==> src/rtl/fetch_pkg.sv <==
`default_nettype none
// ============================================================================
// Module      : fetch_pkg
// Description : Shared constants and the buffer entry type for the
//               instruction fetch buffer (instr_fetch_buf / fetch_fifo).
//               FETCH_XLEN is the default PC / instruction width and also
//               sizes the entry fields, so instr_fetch_buf is used with
//               XLEN == FETCH_XLEN.
// Revision    : 1.0 - initial release
// ============================================================================
package fetch_pkg;

    localparam int FETCH_XLEN = 32;

    // addi x0, x0, 0 -- returned in place of a fetch that was never issued
    localparam logic [FETCH_XLEN-1:0] NOP_INSTR = 32'h0000_0013;

    typedef struct packed {
        logic [FETCH_XLEN-1:0] pc;
        logic [FETCH_XLEN-1:0] instr;
        logic                  filled;
        logic                  misalign;
    } fetch_entry_t;

endpackage : fetch_pkg
`default_nettype wire

==> src/rtl/fetch_fifo.sv <==
`default_nettype none
// ============================================================================
// Module      : fetch_fifo
// Description : Entry storage for the fetch buffer. Entries are allocated in
//               PC order at wr_ptr, filled in request order by memory
//               responses, and retired from rd_ptr. The fill target is the
//               oldest allocated entry that is still unfilled, which lets
//               pre-filled (never requested) entries sit between in-flight
//               ones without disturbing response ordering.
// Ports       : clk, rst (sync, active-low)
//               clear_i                     - drop every entry, pointers to 0
//               alloc_i / alloc_*_i         - allocate an entry at wr_ptr
//               fill_i / fill_data_i        - write response into fill target
//               deq_i                       - retire the head entry
//               head_o                      - entry at rd_ptr
//               alloc_cnt_o                 - number of allocated entries
//               unfilled_cnt_o              - allocated entries awaiting data
// Revision    : 1.0 - initial release
// ============================================================================
module fetch_fifo
    import fetch_pkg::*;
#(
    parameter int DEPTH = 4
) (
    input  logic                            clk,
    input  logic                            rst,
    input  logic                            clear_i,
    input  logic                            alloc_i,
    input  logic [FETCH_XLEN-1:0]           alloc_pc_i,
    input  logic [FETCH_XLEN-1:0]           alloc_instr_i,
    input  logic                            alloc_filled_i,
    input  logic                            alloc_misalign_i,
    input  logic                            fill_i,
    input  logic [FETCH_XLEN-1:0]           fill_data_i,
    input  logic                            deq_i,
    output fetch_entry_t                    head_o,
    output logic [$clog2(DEPTH):0]          alloc_cnt_o,
    output logic [$clog2(DEPTH):0]          unfilled_cnt_o
);

    localparam int PW = $clog2(DEPTH);
    localparam int CW = PW + 1;

    fetch_entry_t   entry_q [DEPTH];
    logic [PW-1:0]  wr_ptr_q;
    logic [PW-1:0]  rd_ptr_q;
    logic [CW-1:0]  alloc_cnt_q;

    logic [PW-1:0]  w_fill_idx;
    logic [PW-1:0]  w_idx;
    logic           w_found;

    // Walk the allocated window from the head: count unfilled entries and
    // pick the oldest one as the fill target.
    always_comb begin
        unfilled_cnt_o = '0;
        w_fill_idx     = rd_ptr_q;
        w_found        = 1'b0;
        w_idx          = '0;
        for (int k = 0; k < DEPTH; k++) begin
            w_idx = rd_ptr_q + PW'(k);
            if ((CW'(k) < alloc_cnt_q) && !entry_q[w_idx].filled) begin
                unfilled_cnt_o = unfilled_cnt_o + CW'(1);
                if (!w_found) begin
                    w_found    = 1'b1;
                    w_fill_idx = w_idx;
                end
            end
        end
    end

    // alloc, fill and dequeue never target the same slot: wr_ptr is never
    // allocated, the fill target is unfilled and the dequeued head is filled.
    always_ff @(posedge clk) begin
        if (!rst || clear_i) begin
            wr_ptr_q    <= '0;
            rd_ptr_q    <= '0;
            alloc_cnt_q <= '0;
            for (int i = 0; i < DEPTH; i++) begin
                entry_q[i] <= '0;
            end
        end else begin
            if (alloc_i) begin
                entry_q[wr_ptr_q] <= '{pc:       alloc_pc_i,
                                       instr:    alloc_instr_i,
                                       filled:   alloc_filled_i,
                                       misalign: alloc_misalign_i};
                wr_ptr_q <= wr_ptr_q + PW'(1);
            end
            if (fill_i) begin
                entry_q[w_fill_idx].instr  <= fill_data_i;
                entry_q[w_fill_idx].filled <= 1'b1;
            end
            if (deq_i) begin
                entry_q[rd_ptr_q] <= '0;
                rd_ptr_q          <= rd_ptr_q + PW'(1);
            end
            alloc_cnt_q <= alloc_cnt_q + CW'(alloc_i) - CW'(deq_i);
        end
    end

    assign head_o      = entry_q[rd_ptr_q];
    assign alloc_cnt_o = alloc_cnt_q;

endmodule : fetch_fifo
`default_nettype wire

==> src/rtl/instr_fetch_buf.sv <==
`default_nettype none
// ============================================================================
// Module      : instr_fetch_buf
// Description : Fetch stage behind the PC register. Forwards accepted PCs to
//               instruction memory as in-order reads and buffers the returned
//               {pc, instr} pairs for decode behind a valid/ready interface.
//               A flush discards buffered entries and marks every in-flight
//               read to be dropped when it returns.
// Ports       : clk, rst (sync, active-low)
//               pc_in/pc_valid/pc_ready           - PC register handshake
//               flush                             - taken branch / jump
//               mem_req_valid/mem_req_ready/mem_addr
//               mem_rsp_valid/mem_rsp_data        - in-order read responses
//               instr_valid/instr_ready/instr_out/instr_pc - decode side
//               instr_misalign                    - FETCH_MISALIGN_CHECK_EN only
// Options     : FETCH_MISALIGN_CHECK_EN - misaligned PCs are accepted without a
//               memory read and return a pre-filled NOP flagged misaligned.
// Revision    : 1.0 - initial release
// ============================================================================
module instr_fetch_buf
    import fetch_pkg::*;
#(
    parameter int DEPTH = 4,
    parameter int XLEN  = FETCH_XLEN
) (
    input  logic            clk,
    input  logic            rst,
    input  logic [XLEN-1:0] pc_in,
    input  logic            pc_valid,
    output logic            pc_ready,
    input  logic            flush,
    output logic            mem_req_valid,
    input  logic            mem_req_ready,
    output logic [XLEN-1:0] mem_addr,
    input  logic            mem_rsp_valid,
    input  logic [XLEN-1:0] mem_rsp_data,
    output logic            instr_valid,
    input  logic            instr_ready,
    output logic [XLEN-1:0] instr_out,
`ifdef FETCH_MISALIGN_CHECK_EN
    output logic            instr_misalign,
`endif
    output logic [XLEN-1:0] instr_pc
);

    localparam int CW  = $clog2(DEPTH) + 1;
    localparam int CW1 = CW + 1;

    logic [CW-1:0]  drop_cnt_q;
    logic [CW-1:0]  drop_cnt_d;
    logic [CW-1:0]  w_alloc_cnt;
    logic [CW-1:0]  w_unfilled;
    fetch_entry_t   w_head;
    logic           w_credit;
    logic           w_misaligned;
    logic           w_accept;
    logic           w_fill;
    logic           w_deq;

    // Responses still owed to flushed fetches occupy slots as well, so they
    // count against the credit until they have been drained.
    assign w_credit = ({1'b0, w_alloc_cnt} + {1'b0, drop_cnt_q}) < CW1'(DEPTH);

`ifdef FETCH_MISALIGN_CHECK_EN
    assign w_misaligned = (pc_in[1:0] != 2'b00);
`else
    assign w_misaligned = 1'b0;
`endif

    // Misaligned PCs need no memory slot, so they do not wait on mem_req_ready.
    assign pc_ready      = rst & w_credit & ~flush & (mem_req_ready | w_misaligned);
    assign mem_req_valid = rst & pc_valid & w_credit & ~flush & ~w_misaligned;
    assign mem_addr      = pc_in;

    assign w_accept = pc_valid & pc_ready;
    assign w_fill   = mem_rsp_valid & ~flush & (drop_cnt_q == '0);
    assign w_deq    = instr_valid & instr_ready & ~flush;

    // Every response that arrives is either dropped or fills an entry; in the
    // flush cycle it is pre-flush data, so it always reduces the total owed.
    always_comb begin
        drop_cnt_d = drop_cnt_q;
        if (flush) begin
            drop_cnt_d = drop_cnt_q + w_unfilled - CW'(mem_rsp_valid);
        end else if (mem_rsp_valid && (drop_cnt_q != '0)) begin
            drop_cnt_d = drop_cnt_q - CW'(1);
        end
    end

    always_ff @(posedge clk) begin
        if (!rst) begin
            drop_cnt_q <= '0;
        end else begin
            drop_cnt_q <= drop_cnt_d;
        end
    end

    fetch_fifo #(
        .DEPTH (DEPTH)
    ) u_fifo (
        .clk              (clk),
        .rst              (rst),
        .clear_i          (flush),
        .alloc_i          (w_accept),
        .alloc_pc_i       (pc_in),
        .alloc_instr_i    (w_misaligned ? NOP_INSTR : '0),
        .alloc_filled_i   (w_misaligned),
        .alloc_misalign_i (w_misaligned),
        .fill_i           (w_fill),
        .fill_data_i      (mem_rsp_data),
        .deq_i            (w_deq),
        .head_o           (w_head),
        .alloc_cnt_o      (w_alloc_cnt),
        .unfilled_cnt_o   (w_unfilled)
    );

    assign instr_valid = rst & w_head.filled;
    assign instr_out   = rst ? w_head.instr : '0;
    assign instr_pc    = rst ? w_head.pc    : '0;

`ifdef FETCH_MISALIGN_CHECK_EN
    assign instr_misalign = rst & w_head.misalign;
`else
    logic w_unused_misalign;
    assign w_unused_misalign = w_head.misalign;
`endif

    a_drop_bound: assert property (@(posedge clk) disable iff (!rst)
        drop_cnt_q <= CW'(DEPTH));

    a_rsp_expected: assert property (@(posedge clk) disable iff (!rst)
        mem_rsp_valid |-> ((drop_cnt_q != '0) || (w_unfilled != '0)));

endmodule : instr_fetch_buf
`default_nettype wire
==> config.mk <==
export PLATFORM = sky130hd
export DESIGN_NAME = instr_fetch_buf
export DESIGN_NICKNAME = d
export VERILOG_FILES = /design/src/rtl/fetch_pkg.sv /design/src/rtl/fetch_fifo.sv /design/src/rtl/instr_fetch_buf.sv
export SDC_FILE = /design/constraint.sdc
export NUM_CORES = 1
export LEC_CHECK = 0
export BUFFER_PORTS_ARGS = -buffer_cell sky130_fd_sc_hd__buf_4
export CAP_MARGIN = 20
export CORE_UTILIZATION = 40
export CTS_CLUSTER_SIZE = 16
export DETAILED_ROUTE_END_ITERATION = 10
export PLACE_DENSITY = 0.59
export SLEW_MARGIN = 10
export SYNTH_ARGS = -nofsm -noshare
export SYNTH_HDL_FRONTEND = slang
export SYNTH_SLANG_ARGS = --single-unit
export TNS_END_PERCENT = 5
==> constraint.sdc <==
create_clock -name clk -period 5.15 [get_ports clk]
set_clock_uncertainty 0.1 [all_clocks]
set_input_delay 0.2575 -clock clk [delete_from_list [all_inputs] [get_ports clk]]
set_output_delay 0.2575 -clock clk [all_outputs]
set_load 0.005 [all_outputs]
==> flow_metrics.env, run 1 <==
export IMPL_status="completed"
export IMPL_synth_ff_type="dfxtp_1"
export IMPL_cts_tree="yes"
export IMPL_start_util=0.408
export IMPL_placeableCoreArea_um2=32700
export IMPL_final_hold_viol_count=0
export IMPL_grt_overflow_total=0
export IMPL_die_x_um=185
export IMPL_grt_pass1_vias=10900
export IMPL_max_slew_margin=0.264
export IMPL_power_frac_comb=0.081
export IMPL_cp_end_kind="flop"
export IMPL_setup_viol=0
export IMPL_ant_nets=0
export IMPL_cts_resized=0
export IMPL_ys_types=48
export IMPL_path_max_fanout=33
export IMPL_root_buffer="clkbuf_16"
export IMPL_io_buffers=169
export IMPL_reg2regPathDepth=12
export IMPL_grt_total_usage=0.223
export IMPL_drive_gt1_frac=0.209
export IMPL_p_clk_frac=0.486
export IMPL_r2r_end="u_fifo.entry_q[2][6]$_SDFFE_PP0P_"
export IMPL_nNetsFinal=1707
export IMPL_routabilityCongestion=0.836
export IMPL_cts_max_level=1
export IMPL_grt_max_degree=83
export IMPL_grt_pass1_wl_mm=59.9
export IMPL_crit_type="reg -> reg"
export IMPL_regToRegSetupSlack_ps=830
export IMPL_min_path_cells=4
export IMPL_crit_required_ps=5500
export IMPL_die_area_um2=34100
export IMPL_hold_class="in -> reg"
export IMPL_drv_cap=0
export IMPL_numCtsBuffers=29
export IMPL_min_delay_start="rst"
export IMPL_met1_usage=0.295
export IMPL_total_leakage_power_nw=7.27
export IMPL_clock_sinks=272
export IMPL_area_growth_pct=22.8
export IMPL_wl_mm=38.3
export IMPL_insertion_delay_ps=550
export IMPL_powerDensity_nw_per_um2=304
export IMPL_first_pass_iters=5
export IMPL_r2r_start="u_fifo.rd_ptr_q[0]$_SDFFE_PP0P_"
export IMPL_wl_per_cell_um=18.4
export IMPL_cts_clk_slew_worst_paths_ps=60
export IMPL_fill_cells=3029
export IMPL_avgSynthCellArea_um2=9.04
export IMPL_synth_most_common_cell="nand2_1"
export IMPL_p_sw_mw=1.12
export IMPL_grt_use_met3=0.0290
export IMPL_grt_busiest_layer="met2"
export IMPL_cp_arrival_ps=4680
export IMPL_synth_seq_area_share=0.409
export IMPL_ys_top_cells_by_count="nand2_1 (396), dfxtp_1 (272), a21oi_1 (137), nand3_1 (135), mux2i_1 (131)"
export IMPL_vdd_drop_max_mv=0.314
export IMPL_synth_nets=1566
export IMPL_yosysTopAreaCell="dfxtp_1"
export IMPL_vias=11100
export IMPL_max_freq_ghz=0.231
export IMPL_seq_power_share=0.432
export IMPL_drt_iter0_markers=738
export IMPL_p_int_mw=3.85
export IMPL_holdPathEnd="u_fifo.alloc_cnt_o[1]$_SDFF_PP0_"
export IMPL_synth_warnings=0
export IMPL_synth_edf_count=0
export IMPL_ys_ff_latch=272
export IMPL_drc=0
export IMPL_avgViaCountPerCell=5.34
export IMPL_dp_hpwl_mm=21.6
export IMPL_hold_worst_slack_ps=104
export IMPL_regArea_um2=5450
export IMPL_min_period_ps=4320
export IMPL_yosys_area_top_type_share=0.409
export IMPL_cts_buffer_depth=3
export IMPL_multi_input_area_um2=7050
export IMPL_critical_path_startpoint_type="flop"
export IMPL_rows=66
export IMPL_ios=170
export IMPL_switching_share=0.225
export IMPL_antenna_found_initial=2
export IMPL_async_reset_ff_frac=0
export IMPL_yosys_top_cells_area="dfxtp_1 (41%), mux4_2 (11%), nand2_1 (11%), mux2i_1 (9.8%), a21oi_1 (5.1%)"
export IMPL_netlist_area_um2=13300
export IMPL_synthCells=1475
export IMPL_grt_setup_unrepaired="no"
export IMPL_worstMarginPinSlew_ps=1100
export IMPL_tns_ps=0
export IMPL_die_h_um=185
export IMPL_slew_violations=0
export IMPL_period_share=0.839
export IMPL_grtUsageMet2=0.390
sequential cells by signal, indices dropped and copies added (netlist names), named ones only:
name,cells
u_fifo.entry_q,260
u_fifo.rd_ptr_q,2
u_fifo.wr_ptr_q,2
u_fifo.alloc_cnt_o,3
drop_cnt_q,3
how the worst max path moves through the flow:
stage	depth (start not counted)	to	slack (ps)	from
after global routing	12	u_fifo.entry_q[2][15]$_SDFFE_PP0P_	450	u_fifo.rd_ptr_q[0]$_SDFFE_PP0P_
after CTS	9	u_fifo.entry_q[2][15]$_SDFFE_PP0P_	840	flop
after global placement	15	drop_cnt_q[2]$_SDFFE_PN0P_	1000	flop
after floorplan	17	drop_cnt_q[2]$_SDFFE_PN0P_	1340	u_fifo.rd_ptr_q[0]$_SDFFE_PP0P_
final	12	u_fifo.entry_q[2][6]$_SDFFE_PP0P_	830	u_fifo.rd_ptr_q[0]$_SDFFE_PP0P_
after detailed placement	12	u_fifo.entry_q[2][6]$_SDFFE_PP0P_	900	u_fifo.rd_ptr_q[0]$_SDFFE_PP0P_
kinds of logic after synthesis:
family / Yosys count / synth area share
AND/OR/NAND/NOR: 648 / 0.221
flip-flops: 272 / 0.409
multiplexers: 198 / 0.211
buffers and inverters: 170 / 0.0662
AO/OA/AOI/OAI: 156 / 0.0663
adder cells (fa/ha/maj): 20 / 0.0199
XOR/XNOR: 11 / 0.00723
final cells by class:
type | instances | share of cell area
Clock inverter | 20 | 0.0204
Sequential cell | 272 | 0.333
Multi-Input combinational cell | 1033 | 0.431
Inverter | 18 | 0.00413
Timing Repair Buffer | 262 | 0.130
Clock buffer | 34 | 0.0473
Tap cell | 442 | 0.0338
Antenna cell | 2 | 0.000306
power by group through the flow:
stage,Sequential [mW],Clock (mW),Combinational (mW)
2_1_floorplan,2.19,0,0.220
3_3_place_gp,2.19,0,0.361
6_report,2.15,2.41,0.404
3_5_place_dp,2.19,0,0.364
5_1_grt,2.15,2.55,0.441
4_1_cts,2.15,2.45,0.406
worst max-delay path, stage by stage (launching register included):
cell and delay [ps]:
dfxtp_1 560, inv_1 190, ha_1 430, nand2b_1 100
a2bb2o_2 270, inv_1 60, ha_1 250, and3_1 200
a211oi_1 310, a221oi_2 140, a2111oi_4 350, nand4_4 820
mux2i_1 410
stage by stage:
stage	setup slack [ps]	total power, mW	std cells	util	instance area (um2)
4_1_cts	837	5.01	2081	0.500	16400
3_5_place_dp	897	2.56	1961	0.446	14600
2_1_floorplan	1340	2.41	1475	-	13300
3_3_place_gp	999	2.55	1961	0.446	14600
5_1_grt	455	5.14	2083	0.500	16400
6_report	827	4.97	2083	0.500	16400
timing repair:
action / in CTS / in global routing
setup endpoints to repair: 0 / 0
hold buffers: 66 / 0
hold endpoints to repair: 261 / 0
buffers inserted: 0 / 0
per-layer routing:
layer / vias up / wire length, um / share of wire
met2: 378 / 18700 / 0.49
met4: 0 / 561 / 0.015
met1: 5427 / 16700 / 0.44
met5: - / 0 / 0
li1: 5281 / - / -
met3: 46 / 2360 / 0.062
cells in the final DEF, fill, tap and decap left out, types with 2 or more instances in the layout:
| cell | n |
|---|---|
| nand3_1 | 135 |
| a211oi_1 | 3 |
| dfxtp_1 | 270 |
| a2bb2o_2 | 2 |
| and3_1 | 3 |
| nand2_2 | 3 |
| nand2b_1 | 3 |
| xnor2_1 | 10 |
| o21ai_0 | 3 |
| and2_1 | 74 |
| diode_2 | 2 |
| nor3_4 | 7 |
| or3_2 | 2 |
| dlygate4sd3_1 | 66 |
| inv_1 | 18 |
| clkbuf_1 | 2 |
| a21oi_1 | 137 |
| fa_1 | 2 |
| bufinv_16 | 9 |
| mux2i_1 | 131 |
| clkbuf_16 | 29 |
| o211ai_4 | 2 |
| or3_1 | 2 |
| buf_4 | 196 |
| clkbuf_8 | 3 |
| clkinvlp_4 | 2 |
| ha_1 | 18 |
| nor3_1 | 2 |
| mux4_2 | 66 |
| nor2_1 | 13 |
| nand2_1 | 393 |
| clkinv_2 | 8 |
(Power assumes the default switching activity.)
==> run 2, diff against run 1 <==
--- a/config.mk
+++ b/config.mk
@@ -10,7 +10,7 @@
 export CORE_UTILIZATION = 40
 export CTS_CLUSTER_SIZE = 16
 export DETAILED_ROUTE_END_ITERATION = 10
-export PLACE_DENSITY = 0.59
+export PLACE_DENSITY = 0.61
 export SLEW_MARGIN = 10
 export SYNTH_ARGS = -nofsm -noshare
 export SYNTH_HDL_FRONTEND = slang
==> constraint.sdc (replaced) <==
create_clock -name clk -period 3.8 [get_ports clk]
set_clock_uncertainty 0.1 [all_clocks]
set_input_delay 0.19 -clock clk [delete_from_list [all_inputs] [get_ports clk]]
set_output_delay 0.19 -clock clk [all_outputs]
set_load 0.005 [all_outputs]
==> run 2 against run 1 <==
- worst setup slack got worse by 660 ps
- final cell count rose by 0.82%
- hold slack got worse by 51 ps
- power rose by 28%
- largest cell class unchanged
==> flow_metrics.env, run 2 (synthesis gave the netlist of run 1 again) <==
export IMPL_post_cts_buffers=0
export IMPL_die_area_um2=34100
export IMPL_reg2regPathDepth=17
export IMPL_drive_gt1_frac=0.213
export IMPL_total_leakage_power_nw=7.33
export IMPL_critical_path_startpoint_type="flop"
export IMPL_drv_cap=0
export IMPL_grt_pass1_vias=11200
export IMPL_min_period_ps=3630
export IMPL_routabilityCongestion=0.827
export IMPL_max_freq_ghz=0.276
export IMPL_setup_viol=0
export IMPL_cts_clk_slew_worst_paths_ps=60
export IMPL_path_max_fanout=5
export IMPL_wl_mm=37.9
export IMPL_grt_overflow_total=0
export IMPL_cp_arrival_ps=4010
export IMPL_avgViaCountPerCell=5.34
export IMPL_clock_sinks=272
export IMPL_grt_setup_unrepaired="no"
export IMPL_crit_chain="inv_1 -> ha_1 -> buf_4 -> a21o_1 -> inv_1 -> ha_4 -> xor2_1 -> ha_1 -> mux2i_1 -> ha_1 -> inv_1 -> fa_1 -> xnor2_2 -> xnor2_1 -> xnor2_1 -> xnor2_1 -> a211oi_1"
export IMPL_crit_type="reg -> reg"
export IMPL_hold_class="in -> reg"
export IMPL_rows=66
export IMPL_vdd_drop_max_mv=0.325
export IMPL_drt_iter0_markers=683
export IMPL_insertion_delay_ps=560
export IMPL_r2r_end="drop_cnt_q[2]$_SDFFE_PN0P_"
export IMPL_grt_pass1_wl_mm=59.8
export IMPL_die_x_um=185
export IMPL_ios=170
export IMPL_area_growth_pct=23.6
export IMPL_min_path_cells=4
export IMPL_placeableCoreArea_um2=32700
export IMPL_holdPathEnd="u_fifo.entry_q[2][0]$_SDFFE_PP0P_"
export IMPL_numCtsBuffers=30
export IMPL_utilization=0.504
export IMPL_drc=0
export IMPL_top_register="u_fifo.entry_q"
export IMPL_cts_buffer_depth=3
export IMPL_multi_input_area_um2=7080
export IMPL_antenna_found_initial=2
export IMPL_worstMarginPinSlew_ps=1100
export IMPL_vias=11200
export IMPL_first_pass_iters=6
export IMPL_layout_common_cells="nand2_1 (396), dfxtp_1 (269), buf_4 (206)"
export IMPL_tns_ps=0
export IMPL_powerDensity_nw_per_um2=386
export IMPL_place_ws_ps=91.5
export IMPL_worst_slack_ps=171
export IMPL_slowest_stage="fa_1"
export IMPL_min_delay_start="mem_req_ready"
export IMPL_largest_register_ffs=260
export IMPL_startpoint="u_fifo.alloc_cnt_o[2]$_SDFF_PP0_"
export IMPL_period_share=0.955
export IMPL_status="completed"
export IMPL_grt_max_degree=97
export IMPL_wl_per_cell_um=18.1
export IMPL_start_util=0.408
export IMPL_grt_total_usage=0.222
export IMPL_ant_nets=0
export IMPL_r2r_start="u_fifo.alloc_cnt_o[2]$_SDFF_PP0_"
export IMPL_nNetsFinal=1725
export IMPL_cts_max_level=1
export IMPL_cpPeakStageDelay_ps=450
export IMPL_io_buffers=169
export IMPL_slew_violations=0
export IMPL_dp_hpwl_mm=21.9
export IMPL_cts_tree="yes"
export IMPL_root_buffer="clkbuf_16"
export IMPL_cp_end_kind="flop"
export IMPL_regToRegSetupSlack_ps=170
export IMPL_die_h_um=185
export IMPL_regArea_um2=5450
export IMPL_fill_cells=3062
export IMPL_final_hold_viol_count=0
export IMPL_crit_required_ps=4180
export IMPL_max_slew_margin=0.268
export IMPL_final_common_cell="nand2_1"
run 2: area by class of cell:
class / count / area share
inverter: 18 / 0.00410
multi-input combinational: 1033 / 0.430
timing repair buffer: 279 / 0.141
antenna: 2 / 0.000304
clock inverter: 8 / 0.00418
sequential: 272 / 0.331
tap: 442 / 0.0336
clock buffer: 46 / 0.0560
run 2: how the worst max path moves through the flow:
stage	depth (start not counted)	slack, ps	end
after detailed placement	15	90	drop_cnt_q[2]$_SDFFE_PN0P_
after global placement	15	140	drop_cnt_q[2]$_SDFFE_PN0P_
after global routing	17	20	drop_cnt_q[2]$_SDFFE_PN0P_
final	17	170	drop_cnt_q[2]$_SDFFE_PN0P_
after CTS	15	80	drop_cnt_q[2]$_SDFFE_PN0P_
after floorplan	17	70	drop_cnt_q[2]$_SDFFE_PN0P_
run 2: routing by layer:
metal / global-route usage / vias to the layer above / share of wire / wire, um
met1: 0.276 / 5440 / 0.42 / 16100
li1: - / 5315 / - / -
met4: 0.0637 / 0 / 0.023 / 877
met3: 0.0350 / 68 / 0.060 / 2260
met2: 0.392 / 381 / 0.49 / 18700
met5: 0 / - / 0 / 0
run 2: what timing repair did:
action	in CTS	in global routing
resized for setup	0	6
endpoints found under the setup margin	0	2
endpoints found under the hold margin	263	0
hold buffers	67	0
run 2: worst max-delay path, delay by kind of cell, from the launching register on:
kind,cells,cell delay [ps]
buffers and inverters,4,390
adders and majority gates,5,1450
muxes,1,70
AOI/OAI and AO/OA,2,400
DFF,1,420
xor gates and xnor gates,5,720
run 2: power breakdown:
part | leakage (nW) | internal, mW | switching, mW
clock network | 0.496 | 1.72 | 1.17
registers | 2.20 | 2.89 | 0.0230
logic | 4.64 | 0.275 | 0.284
total | 7.33 | 4.89 | 1.48
run 2: through the flow:
stage / power, mW / std cells / hold WS [ps] / area, um2
after floorplan: 3.26 / 1475 / 185 / 13300
after global placement: 3.46 / 1977 / 342 / 14800
after detailed placement: 3.47 / 1977 / 349 / 14800
after CTS: 6.40 / 2098 / 25.4 / 16400
after global routing: 6.58 / 2100 / 67.4 / 16500
final: 6.36 / 2100 / 53.6 / 16500
